<file path="src/rtl/io_arbiter_pkg.sv">
// Shared encodings for the IO memory arbiter: RAM control levels, FSM states, master IDs.
// Optional build macro IO_ARB_LOCK_EN (see io_arbiter.sv).
package io_arbiter_pkg;

  localparam logic RamEnable  = 1'b1;
  localparam logic RamDisable = 1'b0;
  localparam logic RamWrite   = 1'b1;
  localparam logic RamRead    = 1'b0;
  localparam logic [31:0] Zero = 32'h0000_0000;

  typedef enum logic [1:0] {
    ArbIdle   = 2'd0,
    ArbAccess = 2'd1,
    ArbDone   = 2'd2
  } arb_state_e;

  localparam logic ArbM0 = 1'b0;
  localparam logic ArbM1 = 1'b1;

  // Word accesses only; any low address bit set is an error.
  function automatic logic misaligned(input logic [1:0] addr_lo);
    return addr_lo != 2'b00;
  endfunction

endpackage

</file>
<file path="src/rtl/io_arbiter_if.sv">
// Requester-side bus into the IO arbiter; one instance per master.
// With IO_ARB_LOCK_EN defined the bus also carries a lock request.
interface io_arbiter_if #(
  parameter int unsigned ADDR_W = 32,
  parameter int unsigned DATA_W = 32
);
  logic              req;
  logic              we;
  logic [ADDR_W-1:0] addr;
  logic [DATA_W-1:0] wdata;
  logic              ack;
  logic [DATA_W-1:0] rdata;
  logic              err;
`ifdef IO_ARB_LOCK_EN
  logic              lock;
`endif

  modport master (
    output req, we, addr, wdata,
`ifdef IO_ARB_LOCK_EN
    output lock,
`endif
    input  ack, rdata, err
  );

  modport slave (
    input  req, we, addr, wdata,
`ifdef IO_ARB_LOCK_EN
    input  lock,
`endif
    output ack, rdata, err
  );
endinterface

</file>
<file path="src/rtl/io_arb_rr.sv">
// Combinational 2-way round-robin picker: on contention the master not served last wins.
module io_arb_rr
  import io_arbiter_pkg::*;
(
  input  logic req0,
  input  logic req1,
  input  logic last,
  output logic valid,
  output logic sel
);

  always_comb begin
    valid = req0 | req1;
    if (req0 && req1) begin
      sel = (last == ArbM0) ? ArbM1 : ArbM0;
    end else begin
      sel = req1 ? ArbM1 : ArbM0;
    end
  end

endmodule

</file>
<file path="src/rtl/io_arbiter.sv">
// Two-master round-robin arbiter for the single-port IO memory, one access per grant.
// Build macro IO_ARB_LOCK_EN adds per-master lock for back-to-back burst accesses.
module io_arbiter
  import io_arbiter_pkg::*;
#(
  parameter int unsigned ADDR_W = 32,
  parameter int unsigned DATA_W = 32
) (
  input  logic              clk,
  input  logic              rst,
  io_arbiter_if.slave       m0,
  io_arbiter_if.slave       m1,
  output logic              io_ce,
  output logic              io_we,
  output logic [ADDR_W-1:0] io_addr,
  output logic [DATA_W-1:0] io_wdata,
  input  logic [DATA_W-1:0] io_rdata
);

  arb_state_e        state_q, state_d;
  logic              gnt_q, gnt_d;
  logic              last_q;
  logic [DATA_W-1:0] rdata0_q, rdata1_q;
  logic              err_q, ack0_q, ack1_q;

  logic              rr_valid, rr_sel;
  logic              g_we, g_mis, other_req, hold_lock;
  logic [ADDR_W-1:0] g_addr;
  logic [DATA_W-1:0] g_wdata;

  io_arb_rr u_rr (
    .req0  (m0.req),
    .req1  (m1.req),
    .last  (last_q),
    .valid (rr_valid),
    .sel   (rr_sel)
  );

  always_comb begin
    g_we      = (gnt_q == ArbM1) ? m1.we    : m0.we;
    g_addr    = (gnt_q == ArbM1) ? m1.addr  : m0.addr;
    g_wdata   = (gnt_q == ArbM1) ? m1.wdata : m0.wdata;
    other_req = (gnt_q == ArbM1) ? m0.req   : m1.req;
    g_mis     = misaligned(g_addr[1:0]);
  end

`ifdef IO_ARB_LOCK_EN
  assign hold_lock = (gnt_q == ArbM1) ? (m1.lock & m1.req) : (m0.lock & m0.req);
`else
  assign hold_lock = 1'b0;
`endif

  always_ff @(posedge clk or negedge rst) begin
    if (!rst) begin
      state_q <= ArbIdle;
      gnt_q   <= ArbM0;
    end else begin
      state_q <= state_d;
      gnt_q   <= gnt_d;
    end
  end

  always_comb begin
    state_d = state_q;
    gnt_d   = gnt_q;
    unique case (state_q)
      ArbIdle: begin
        if (rr_valid) begin
          gnt_d   = rr_sel;
          state_d = ArbAccess;
        end
      end
      ArbAccess: state_d = ArbDone;
      ArbDone: begin
        // The granted master's own req is only honoured here under lock.
        if (hold_lock) begin
          state_d = ArbAccess;
        end else if (other_req) begin
          gnt_d   = ~gnt_q;
          state_d = ArbAccess;
        end else begin
          state_d = ArbIdle;
        end
      end
      default: state_d = ArbIdle;
    endcase
  end

  always_comb begin
    io_ce    = RamDisable;
    io_we    = RamRead;
    io_addr  = ADDR_W'(Zero);
    io_wdata = DATA_W'(Zero);
    if (state_q == ArbAccess) begin
      io_ce    = g_mis ? RamDisable : RamEnable;
      io_we    = g_we;
      io_addr  = g_addr;
      io_wdata = g_wdata;
    end
  end

  always_ff @(posedge clk or negedge rst) begin
    if (!rst) begin
      last_q   <= ArbM1;
      rdata0_q <= DATA_W'(Zero);
      rdata1_q <= DATA_W'(Zero);
      err_q    <= 1'b0;
      ack0_q   <= 1'b0;
      ack1_q   <= 1'b0;
    end else begin
      ack0_q <= 1'b0;
      ack1_q <= 1'b0;
      if (state_q == ArbAccess) begin
        last_q <= gnt_q;
        err_q  <= g_mis;
        if (gnt_q == ArbM0) begin
          ack0_q <= 1'b1;
        end else begin
          ack1_q <= 1'b1;
        end
        if ((g_we == RamRead) && !g_mis) begin
          if (gnt_q == ArbM0) begin
            rdata0_q <= io_rdata;
          end else begin
            rdata1_q <= io_rdata;
          end
        end
      end
    end
  end

  assign m0.ack   = ack0_q;
  assign m0.rdata = rdata0_q;
  assign m0.err   = err_q & ack0_q;
  assign m1.ack   = ack1_q;
  assign m1.rdata = rdata1_q;
  assign m1.err   = err_q & ack1_q;

endmodule

</file>
<file path="src/flat_wrapper.sv">
// flat-port wrapper written by rule: the top's interface ports become plain ports
module io_arbiter_flat import io_arbiter_pkg::*;
#(
  parameter int unsigned ADDR_W = 32,
  parameter int unsigned DATA_W = 32
)
  (clk, rst, io_ce, io_we, io_addr, io_wdata, io_rdata, m0_req, m0_we, m0_addr, m0_wdata, m0_ack, m0_rdata, m0_err, m1_req, m1_we, m1_addr, m1_wdata, m1_ack, m1_rdata, m1_err);
  io_arbiter_if #(.ADDR_W(ADDR_W), .DATA_W(DATA_W)) m0_i ();
  io_arbiter_if #(.ADDR_W(ADDR_W), .DATA_W(DATA_W)) m1_i ();
  input  logic clk;
  input  logic rst;
  output logic io_ce;
  output logic io_we;
  output logic [ADDR_W-1:0] io_addr;
  output logic [DATA_W-1:0] io_wdata;
  input  logic [DATA_W-1:0] io_rdata;
  input wire logic [$bits(m0_i.req)-1:0] m0_req;
  input wire logic [$bits(m0_i.we)-1:0] m0_we;
  input wire logic [$bits(m0_i.addr)-1:0] m0_addr;
  input wire logic [$bits(m0_i.wdata)-1:0] m0_wdata;
  output wire logic [$bits(m0_i.ack)-1:0] m0_ack;
  output wire logic [$bits(m0_i.rdata)-1:0] m0_rdata;
  output wire logic [$bits(m0_i.err)-1:0] m0_err;
  input wire logic [$bits(m1_i.req)-1:0] m1_req;
  input wire logic [$bits(m1_i.we)-1:0] m1_we;
  input wire logic [$bits(m1_i.addr)-1:0] m1_addr;
  input wire logic [$bits(m1_i.wdata)-1:0] m1_wdata;
  output wire logic [$bits(m1_i.ack)-1:0] m1_ack;
  output wire logic [$bits(m1_i.rdata)-1:0] m1_rdata;
  output wire logic [$bits(m1_i.err)-1:0] m1_err;
  assign m0_i.req = m0_req;
  assign m0_i.we = m0_we;
  assign m0_i.addr = m0_addr;
  assign m0_i.wdata = m0_wdata;
  assign m0_ack = m0_i.ack;
  assign m0_rdata = m0_i.rdata;
  assign m0_err = m0_i.err;
  assign m1_i.req = m1_req;
  assign m1_i.we = m1_we;
  assign m1_i.addr = m1_addr;
  assign m1_i.wdata = m1_wdata;
  assign m1_ack = m1_i.ack;
  assign m1_rdata = m1_i.rdata;
  assign m1_err = m1_i.err;
  io_arbiter #(.ADDR_W(ADDR_W), .DATA_W(DATA_W)) u_core (.clk(clk), .rst(rst), .m0(m0_i), .m1(m1_i), .io_ce(io_ce), .io_we(io_we), .io_addr(io_addr), .io_wdata(io_wdata), .io_rdata(io_rdata));
endmodule
</file>
<file path="config.mk">
export PLATFORM = sky130hd
export DESIGN_NAME = io_arbiter_flat
export DESIGN_NICKNAME = d
export VERILOG_FILES = /design/src/rtl/io_arbiter_pkg.sv /design/src/rtl/io_arbiter_if.sv /design/src/rtl/io_arb_rr.sv /design/src/rtl/io_arbiter.sv /design/src/flat_wrapper.sv
export SDC_FILE = /design/constraint.sdc
export NUM_CORES = 1
export LEC_CHECK = 0
export ABC_AREA = 1
export BUFFER_PORTS_ARGS = -buffer_cell sky130_fd_sc_hd__buf_4
export CORE_AREA = 5 5 115 117
export CTS_CLUSTER_SIZE = 14
export DETAILED_ROUTE_END_ITERATION = 10
export DIE_AREA = 0 0 120 122
export PLACE_DENSITY_LB_ADDON = 0.05
export SYNTH_ARGS = -nofsm -noshare
export SYNTH_HDL_FRONTEND = slang
export SYNTH_SLANG_ARGS = --single-unit
</file>
<file path="constraint.sdc">
create_clock -name clk -period 1.75 [get_ports clk]
set_input_delay 0.175 -clock clk [delete_from_list [all_inputs] [get_ports clk]]
set_output_delay 0.175 -clock clk [all_outputs]
set_load 0.005 [all_outputs]
</file>
==> out/metrics.csv, run 1 <==
metric;value;unit
status;finished, violations left;
violations in the final reports;negative setup slack;
ys flop type;dfrtp_1;
Syn Inst Count;411;
Max Transition Viols Final;0;
CP max stage cell;dfrtp_2;
Register Area;1780;um2
max-cap violations;0;
skew final;5.72;ps
Crit Path Class;reg -> out;
Placed Cells;835;
CTS clk-pin slew, worst paths;60;ps
Critical Path Fanout Max;6;
Synth top area share;47.2;%
syn_area_per_cell;9.03;um2
Slew @ Worst Pin;460;ps
Hold Path Stages;3;
gr ovfl total;0;
post-route ant nets;0;
CP peak stage delay;430;ps
TritonCTS clock tree;yes;
Worst Hold Endpoint;u_core.m1.rdata[6];
Max clock buf depth;2;
initial antenna violation count;3;
Synth area leaders;dfrtp_1 (47%), a22o_1 (15%), nand2_1 (14%);
final hold vios;0;
Hold Crit Class;in -> reg;
Hold Crit Start;io_rdata[6];
r2r endpoint;u_core.m0.rdata[22];
GRT Overall Usage;25.1;%
f_max;543;MHz
largest net degree at the start of global routing;59;
Pleak;3.76;nW
initial DRC count;221;
RR Startpoint;u_core.gnt_q;
first-pass GRT wire length;27600;um
Crit. End Element;primary output;
setup ws final;-93.3;ps
Final period util;105;%
FF+latch count, synth;71;
Root Driver;clkbuf_16;
minimum clock period;1840;ps
Power Density;1640;nW/um2
CTS buffer count;9;
Slew HR;69.3;%
Synth area leader;dfrtp_1;
Die Wd;120;um
post-layout power;11.3;mW
IO Pins;300;
first-pass iteration count of the detailed router;4;
Row Count;41;
Setup crit start kind;register;
final cell utilization of the core;56.2;%
flop2flop setup slack;120;ps
Post-Layout Cell Count;881;
YS warnings;0;
most frequent cell after synthesis;nand2_1;
effective utilization at floorplan;30.3;%
Post-synth ARST share;100;%
DRC viols;0;
sum of negative setup slack;-3150;ps
synthesized cell area;3710;um2
layout cells sized above 1;51.0;%
die footprint;14600;um2
die height;122;um
fin nets;890;
# fillers;1148;
CP arrival;1670;ps
Layout area overhead;85.6;%
RSZ-0062 raised after global routing;yes;
Peak VDD IR;0.691;mV
routability cong.;0.885;
vias per cell;5.04;
dpl hpwl;14100;um
number of synthesized flops with an enable pin;0;
via count;4436;
Post-Route WL;19200;um
CTS Sinks;71;
crit-path cells;buf_6 -> nor2_4 -> buf_12 -> clkbuf_16 -> a22o_1 -> buf_4;
post-synth cell types;22;
Syn Nets;577;
vias in the first global route;4535;
register area share after synthesis;47.9;%
Buffers on Ports;299;
Worst Path Required;1570;ps
Worst R2R Path Depth;8;
Core Region;12300;um2
H-tree levels;3;
top cells by count, synth;nand2_1 (142), dfrtp_1 (70), nand4_1 (64);
Clock Latency Late Sink;330;ps
Final Setup Violations;62;
Routed wire per std cell;21.8;um
multi-input combinational cell area;1650;um2
[power by group]
part,switching (mW),internal [mW],total [mW]
logic,2.93,3.68,6.61
registers,0.446,2.38,2.83
clock network,0.705,1.15,1.85
total,4.08,7.21,11.3
[cell usage in the layout (no fill, tap or decap), drive strengths merged, types with 2 or more instances in the layout]
| cell | synthesis | final |
|---|---|---|
| bufbuf | 0 | 2 |
| diode | 0 | 2 |
| buf | 40 | 337 |
| nand4 | 64 | 64 |
| nand3 | 4 | 4 |
| dfrtp | 70 | 70 |
| nor2 | 9 | 9 |
| a22o | 62 | 62 |
| clkbuf | 1 | 15 |
| inv | 8 | 8 |
| o21ai | 2 | 2 |
| nand2 | 146 | 146 |
| a21oi | 3 | 3 |
| clkinv | 0 | 2 |
[critical path, delay by kind of cell, from the launching register on]
kind	cells	cell delay, ps
AOI/OAI and AO/OA	1	150
buffers and inverters	4	570
and+or+nand+nor	1	170
DFF	1	430
[state kept, by name (all words and copies together), names as in the netlist]
register,cells
u_core.err_q,1
u_core.gnt_q,1
u_core.last_q,1
u_core.m0.ack,1
u_core.m0.rdata,32
u_core.m1.ack,1
u_core.m1.rdata,32
u_core.state_q,2
[kinds of logic after synthesis]
family	synth area share (%)
AO/OA/AOI/OAI	15.4
flip-flops	47.9
AND/OR/NAND/NOR	28.3
buffers and inverters	8.36
[routing by layer]
| metal | global-route usage, % | routed length (um) |
|---|---|---|
| met1 | 28.6 | 6910 |
| met2 | 44.4 | 10100 |
| met3 | 6.78 | 1630 |
| met4 | 10.5 | 556 |
| met5 | 0 | 13 |
[metrics by stage]
step	cell area, um2	hold slack [ps]	setup slack [ps]
floorplan	3710	-121	381
global placement	6100	162	171
detailed placement	6100	159	131
CTS	6770	82.9	-84.2
global route	6890	91.8	-119
finish	6890	96.0	-93.3
[repair_timing]
action | 4_1_cts | 5_1_grt
resized for setup | 11 | 6
cloned | 7 | 4
setup endpoints to repair | 62 | 63
pin swaps | 5 | 8
hold buffers | 1 | 0
buffers inserted | 13 | 4
hold endpoints to repair | 33 | 0
[how the worst max path moves through the flow]
stage,cells past startpoint,endpoint,slack (ps),startpoint
2_1_floorplan,6,io_addr[14],380,u_core.state_q[1]
3_3_place_gp,5,io_wdata[19],170,u_core.gnt_q
3_5_place_dp,5,io_wdata[19],130,u_core.gnt_q
4_1_cts,7,io_wdata[19],-80,u_core.state_q[1]
5_1_grt,6,io_addr[11],-120,u_core.gnt_q
6_report,6,io_wdata[26],-90,u_core.gnt_q
[final cells by class]
| cell class | instances | area share, % |
|---|---|---|
| antenna | 2 | 0.0727 |
| timing repair buffer | 343 | 42.6 |
| inverter | 8 | 0.472 |
| multi-input combinational | 291 | 23.9 |
| tap | 150 | 2.73 |
| clock buffer | 12 | 3.58 |
| clock inverter | 4 | 0.799 |
| sequential | 71 | 25.8 |
No activity file was read; power rests on OpenSTA's default activity.
==> run 2, diff against run 1 <==
--- a/config.mk
+++ b/config.mk
@@ -7,11 +7,12 @@
 export LEC_CHECK = 0
 export ABC_AREA = 1
 export BUFFER_PORTS_ARGS = -buffer_cell sky130_fd_sc_hd__buf_4
+export CAP_MARGIN = 20
 export CORE_AREA = 5 5 115 117
 export CTS_CLUSTER_SIZE = 14
 export DETAILED_ROUTE_END_ITERATION = 10
 export DIE_AREA = 0 0 120 122
-export PLACE_DENSITY_LB_ADDON = 0.05
+export PLACE_DENSITY = 0.66
 export SYNTH_ARGS = -nofsm -noshare
 export SYNTH_HDL_FRONTEND = slang
 export SYNTH_SLANG_ARGS = --single-unit
==> constraint.sdc (replaced) <==
create_clock -name clk -period 1.75 [get_ports clk]
set_input_delay 0.175 -clock clk [delete_from_list [all_inputs] [get_ports clk]]
set_output_delay 0.175 -clock clk [all_outputs]
set_load 0.1 [all_outputs]
==> run 2 against run 1 <==
Fmax fell by 4.4%. The flow still finishes with violations (negative setup slack). Design area increased by 20%. Routed wire length is 4.4% higher. Sequential share of layout area is 4.2 points lower.
==> out/metrics.csv, run 2 (synthesis results as in run 1) <==
metric;value;unit
H-tree levels;3;
largest net degree at the start of global routing;44;
DRC viols;0;
IO Pins;300;
Critical Path Fanout Max;7;
vias in the first global route;4860;
Slew HR;61.2;%
Die Wd;120;um
die footprint;14600;um2
f_max;519;MHz
final hold vios;0;
via count;4644;
CTS Sinks;71;
CTS buffer count;9;
routability cong.;0.871;
CTS clk-pin slew, worst paths;50;ps
dpl hpwl;13500;um
post-route ant nets;0;
Buffers on Ports;299;
Max clock buf depth;2;
Max Transition Viols Final;0;
skew final;2.75;ps
Root Driver;clkbuf_16;
TritonCTS clock tree;yes;
first-pass GRT wire length;28200;um
minimum clock period;1930;ps
first-pass iteration count of the detailed router;5;
gr ovfl total;0;
Worst Path Required;1570;ps
Hold Crit Class;in -> reg;
initial antenna violation count;0;
status;finished, violations left;
Setup crit start kind;register;
RSZ-0062 raised after global routing;yes;
max-cap violations;0;
violations in the final reports;negative setup slack;
Slew @ Worst Pin;582;ps
Row Count;41;
effective utilization at floorplan;30.3;%
die height;122;um
Final period util;110;%
Placed Cells;839;
Core Region;12300;um2
CP arrival;1750;ps
Post-Layout Cell Count;887;
most frequent cells in the layout;buf_4 (262), nand2_1 (139), buf_12 (71), dfrtp_1 (67), nand4_1 (64);
Crit. End Element;primary output;
Crit Path Class;reg -> out;
Routed wire per std cell;22.7;um
Clock Latency Late Sink;320;ps
vias per cell;5.24;
Final Setup Violations;62;
setup ws final;-178;ps
Layout area overhead;122;%
GRT Overall Usage;25.3;%
Post-Route WL;20100;um
fin nets;898;
initial DRC count;240;
most common cell after layout, fill and taps aside;buf_4;
layout cells sized above 1;60.7;%
# diodes;0;
## run 2: worst paths after layout
check	startpoint	to	slack [ps]	cells after the start
setup / recovery	u_core.gnt_q	io_wdata[0]	-180	6
min in group asynchronous	rst	u_core.m1.rdata[6]	390	2
max in group asynchronous	rst	u_core.m1.rdata[31]	780	3
hold / removal	io_rdata[1]	u_core.m0.rdata[1]	110	3
setup reg to reg	u_core.gnt_q	u_core.m0.rdata[6]	100	9
hold reg to reg	u_core.m1.rdata[12]	u_core.m1.rdata[12]	470	2
## run 2: repair_timing
item                                   in CTS  in global routing
hold buffers                                1                  0
gates cloned                                8                  3
pin swaps                                   8                  8
gates resized for setup                   218                 48
setup endpoints to repair                  64                 69
setup buffers                              11                  9
endpoints found under the hold margin      41                  0
## run 2: layer usage
layer	vias to the layer above	share of wire [%]	wire length (um)	GRT usage [%]
li1	2114	-	-	-
met1	2227	37	7490	28.7
met2	247	50	10100	43.6
met3	56	7.9	1600	6.69
met4	0	4.5	913	14.0
met5	-	0	0	0
## run 2: stage by stage
step | worst slack, ps | util (%) | TNS, ps | hold WS, ps | cell area, um2
floorplan | -289 | - | -2960 | -121 | 3810
global placement | 29.0 | 50.4 | 0 | 214 | 6180
CTS | -167 | 63.4 | -7510 | 91.7 | 7770
global route | -215 | 67.2 | -9980 | 108 | 8240
finish | -178 | 67.2 | -7360 | 109 | 8240
detailed placement | -9.07 | 50.4 | -9.07 | 213 | 6180
## run 2: final cells by class
class                           count  area (um2)
Fill cell                         886        4020
Timing Repair Buffer              351        3770
Multi-Input combinational cell    291        2170
Tap cell                          150         188
Sequential cell                    71        1780
Inverter                            8        30.0
Clock buffer                       16         292
## run 2: worst max-delay path: stages, from the launching register on
cell and delay, ps:
dfrtp_2 440, buf_6 130, nor2_4 170, buf_12 170, buf_16 140, a22o_1 190
buf_12 180
Power of run 2 is left out: the tool's default activity adds up to more than one toggle a clock period on the data nets, which glitch-free logic cannot reach.
==> run 3, diff against run 2 <==
--- a/config.mk
+++ b/config.mk
@@ -8,11 +8,11 @@
 export ABC_AREA = 1
 export BUFFER_PORTS_ARGS = -buffer_cell sky130_fd_sc_hd__buf_4
 export CAP_MARGIN = 20
-export CORE_AREA = 5 5 115 117
+export CORE_AREA = 5 5 114 116
 export CTS_CLUSTER_SIZE = 14
 export DETAILED_ROUTE_END_ITERATION = 10
-export DIE_AREA = 0 0 120 122
-export PLACE_DENSITY = 0.66
+export DIE_AREA = 0 0 119 121
+export PLACE_DENSITY = 0.67
 export SYNTH_ARGS = -nofsm -noshare
 export SYNTH_HDL_FRONTEND = slang
 export SYNTH_SLANG_ARGS = --single-unit
==> constraint.sdc (replaced) <==
create_clock -name clk -period 2.3 [get_ports clk]
set_input_delay 0.23 -clock clk [delete_from_list [all_inputs] [get_ports clk]]
set_output_delay 0.23 -clock clk [all_outputs]
set_load 0.1 [all_outputs]
==> run 3 against run 2 <==
The run now ends clean. Via count fell by 5.4%. Final cell count fell by 4.4%. Setup slack improved by 260 ps. Highest routed layer unchanged. Flip-flop and latch count did not move.
==> out/metrics.csv, run 3 (synthesis results as in run 1) <==
metric;value;unit
Placed Cells;829;
Buffers on Ports;299;
CP arrival;1990;ps
max-cap violations;0;
status;completed;
Max Transition Viols Final;0;
Max clock buf depth;2;
crit-path cells;inv_2 -> nand2_2 -> nor2_4 -> buf_12 -> a22o_1 -> buf_4;
vias in the first global route;4332;
routability cong.;0.948;
gr ovfl total;0;
Slew HR;41.3;%
Root Driver;clkbuf_16;
Worst path depth;6;
Worst R2R Path Depth;4;
Final period util;96.5;%
Crit Path Class;reg -> out;
Top delay family on crit path;buffers and inverters;
TritonCTS clock tree;yes;
Final Setup Violations;0;
H-tree levels;3;
M1 GR Usage;29.2;%
Core Region;11800;um2
Row Count;40;
CP peak stage delay;410;ps
# fillers;1085;
first-pass GRT wire length;25100;um
CTS Sinks;71;
met3 usage;5.55;%
minimum clock period;2220;ps
skew final;8.07;ps
first-pass iteration count of the detailed router;5;
Critical Path Fanout Max;54;
most common cell after layout, fill and taps aside;buf_4;
Crit. End Element;primary output;
DRC viols;0;
Worst Path Required;2070;ps
Hold Crit Class;in -> async;
Layout area overhead;73.1;%
sum of negative setup slack;0;ps
buffers plus inverters on the worst setup path;3;
post-route ant nets;0;
GRT Overall Usage;22.2;%
Post-Route WL;16500;um
CTS clk-pin slew, worst paths;60;ps
effective utilization at floorplan;31.4;%
Routed wire per std cell;19.5;um
initial DRC count;363;
# diodes;0;
layout cells sized above 1;49.6;%
initial antenna violation count;0;
vias per cell;5.18;
Setup crit start kind;register;
f_max;451;MHz
Slew @ Worst Pin;881;ps
Post-Layout Cell Count;848;
grt peak-use layer;met2;
CP max stage cell;dfrtp_1;
Clock Latency Late Sink;330;ps
die footprint;14400;um2
most frequent cells in the layout;buf_4 (297), nand2_1 (142), dfrtp_1 (69), nand4_1 (64), a22o_1 (62);
final hold vios;0;
largest net degree at the start of global routing;72;
Die Wd;119;um
dpl hpwl;13000;um
CTS buffer count;9;
via count;4392;
IO Pins;300;
fin nets;862;
die height;121;um
GR Util met2;36.2;%
[run 3: repair_timing]
item / CTS / global route
setup endpoints to repair: 33 / 58
hold buffers: 0 / 0
pin swaps: 0 / 1
gates resized for setup: 1 / 15
buffers inserted: 0 / 3
[run 3: worst register-to-register path, cell delays in order (launching register included)]
cell     delay [ps]
dfrtp_2         490
o21ai_4         540
buf_4           520
nand4_1         190
nand2_1         110
[run 3: path summary, 6_finish.rpt]
check                      slack, ps               start             endpoint
max                               80   u_core.state_q[1]          io_addr[31]
min                               30                 rst  u_core.m1.rdata[12]
max reg2reg                      390        u_core.gnt_q  u_core.m0.rdata[27]
min reg2reg                      470  u_core.m1.rdata[8]   u_core.m1.rdata[8]
max in group asynchronous       1640                 rst         u_core.gnt_q
min in group clk                 160        io_rdata[11]  u_core.m1.rdata[11]
[run 3: layout make-up]
cell class                      count  area [um2]  share of cell area [%]
Clock inverter                      5        81.3                    1.27
Sequential cell                    71        1780                    27.7
Inverter                            8        30.0                   0.468
Clock buffer                       11         243                    3.78
Multi-Input combinational cell    291        1640                    25.6
Tap cell                          147         184                    2.86
Timing Repair Buffer              315        2460                    38.3
[run 3: metal layers]
layer / vias to the layer above / wire length (um)
li1: 2035 / -
met1: 2104 / 6850
met2: 237 / 8030
met3: 16 / 1350
met4: 0 / 284
met5: - / 0
[run 3: stage by stage]
| stage | area, um2 | hold WS (ps) | worst slack [ps] | utilization (%) |
|---|---|---|---|---|
| 6_report | 6420 | 32.3 | 81.3 | 54.4 |
| 5_1_grt | 6420 | 112 | -3.12 | 54.4 |
| 3_3_place_gp | 6020 | 407 | 387 | 50.9 |
| 2_1_floorplan | 3720 | -65.6 | 156 | - |
| 4_1_cts | 6340 | 57.4 | 38.9 | 53.7 |
| 3_5_place_dp | 6020 | 412 | 317 | 50.9 |
Power of run 3 is left out for the same reason.
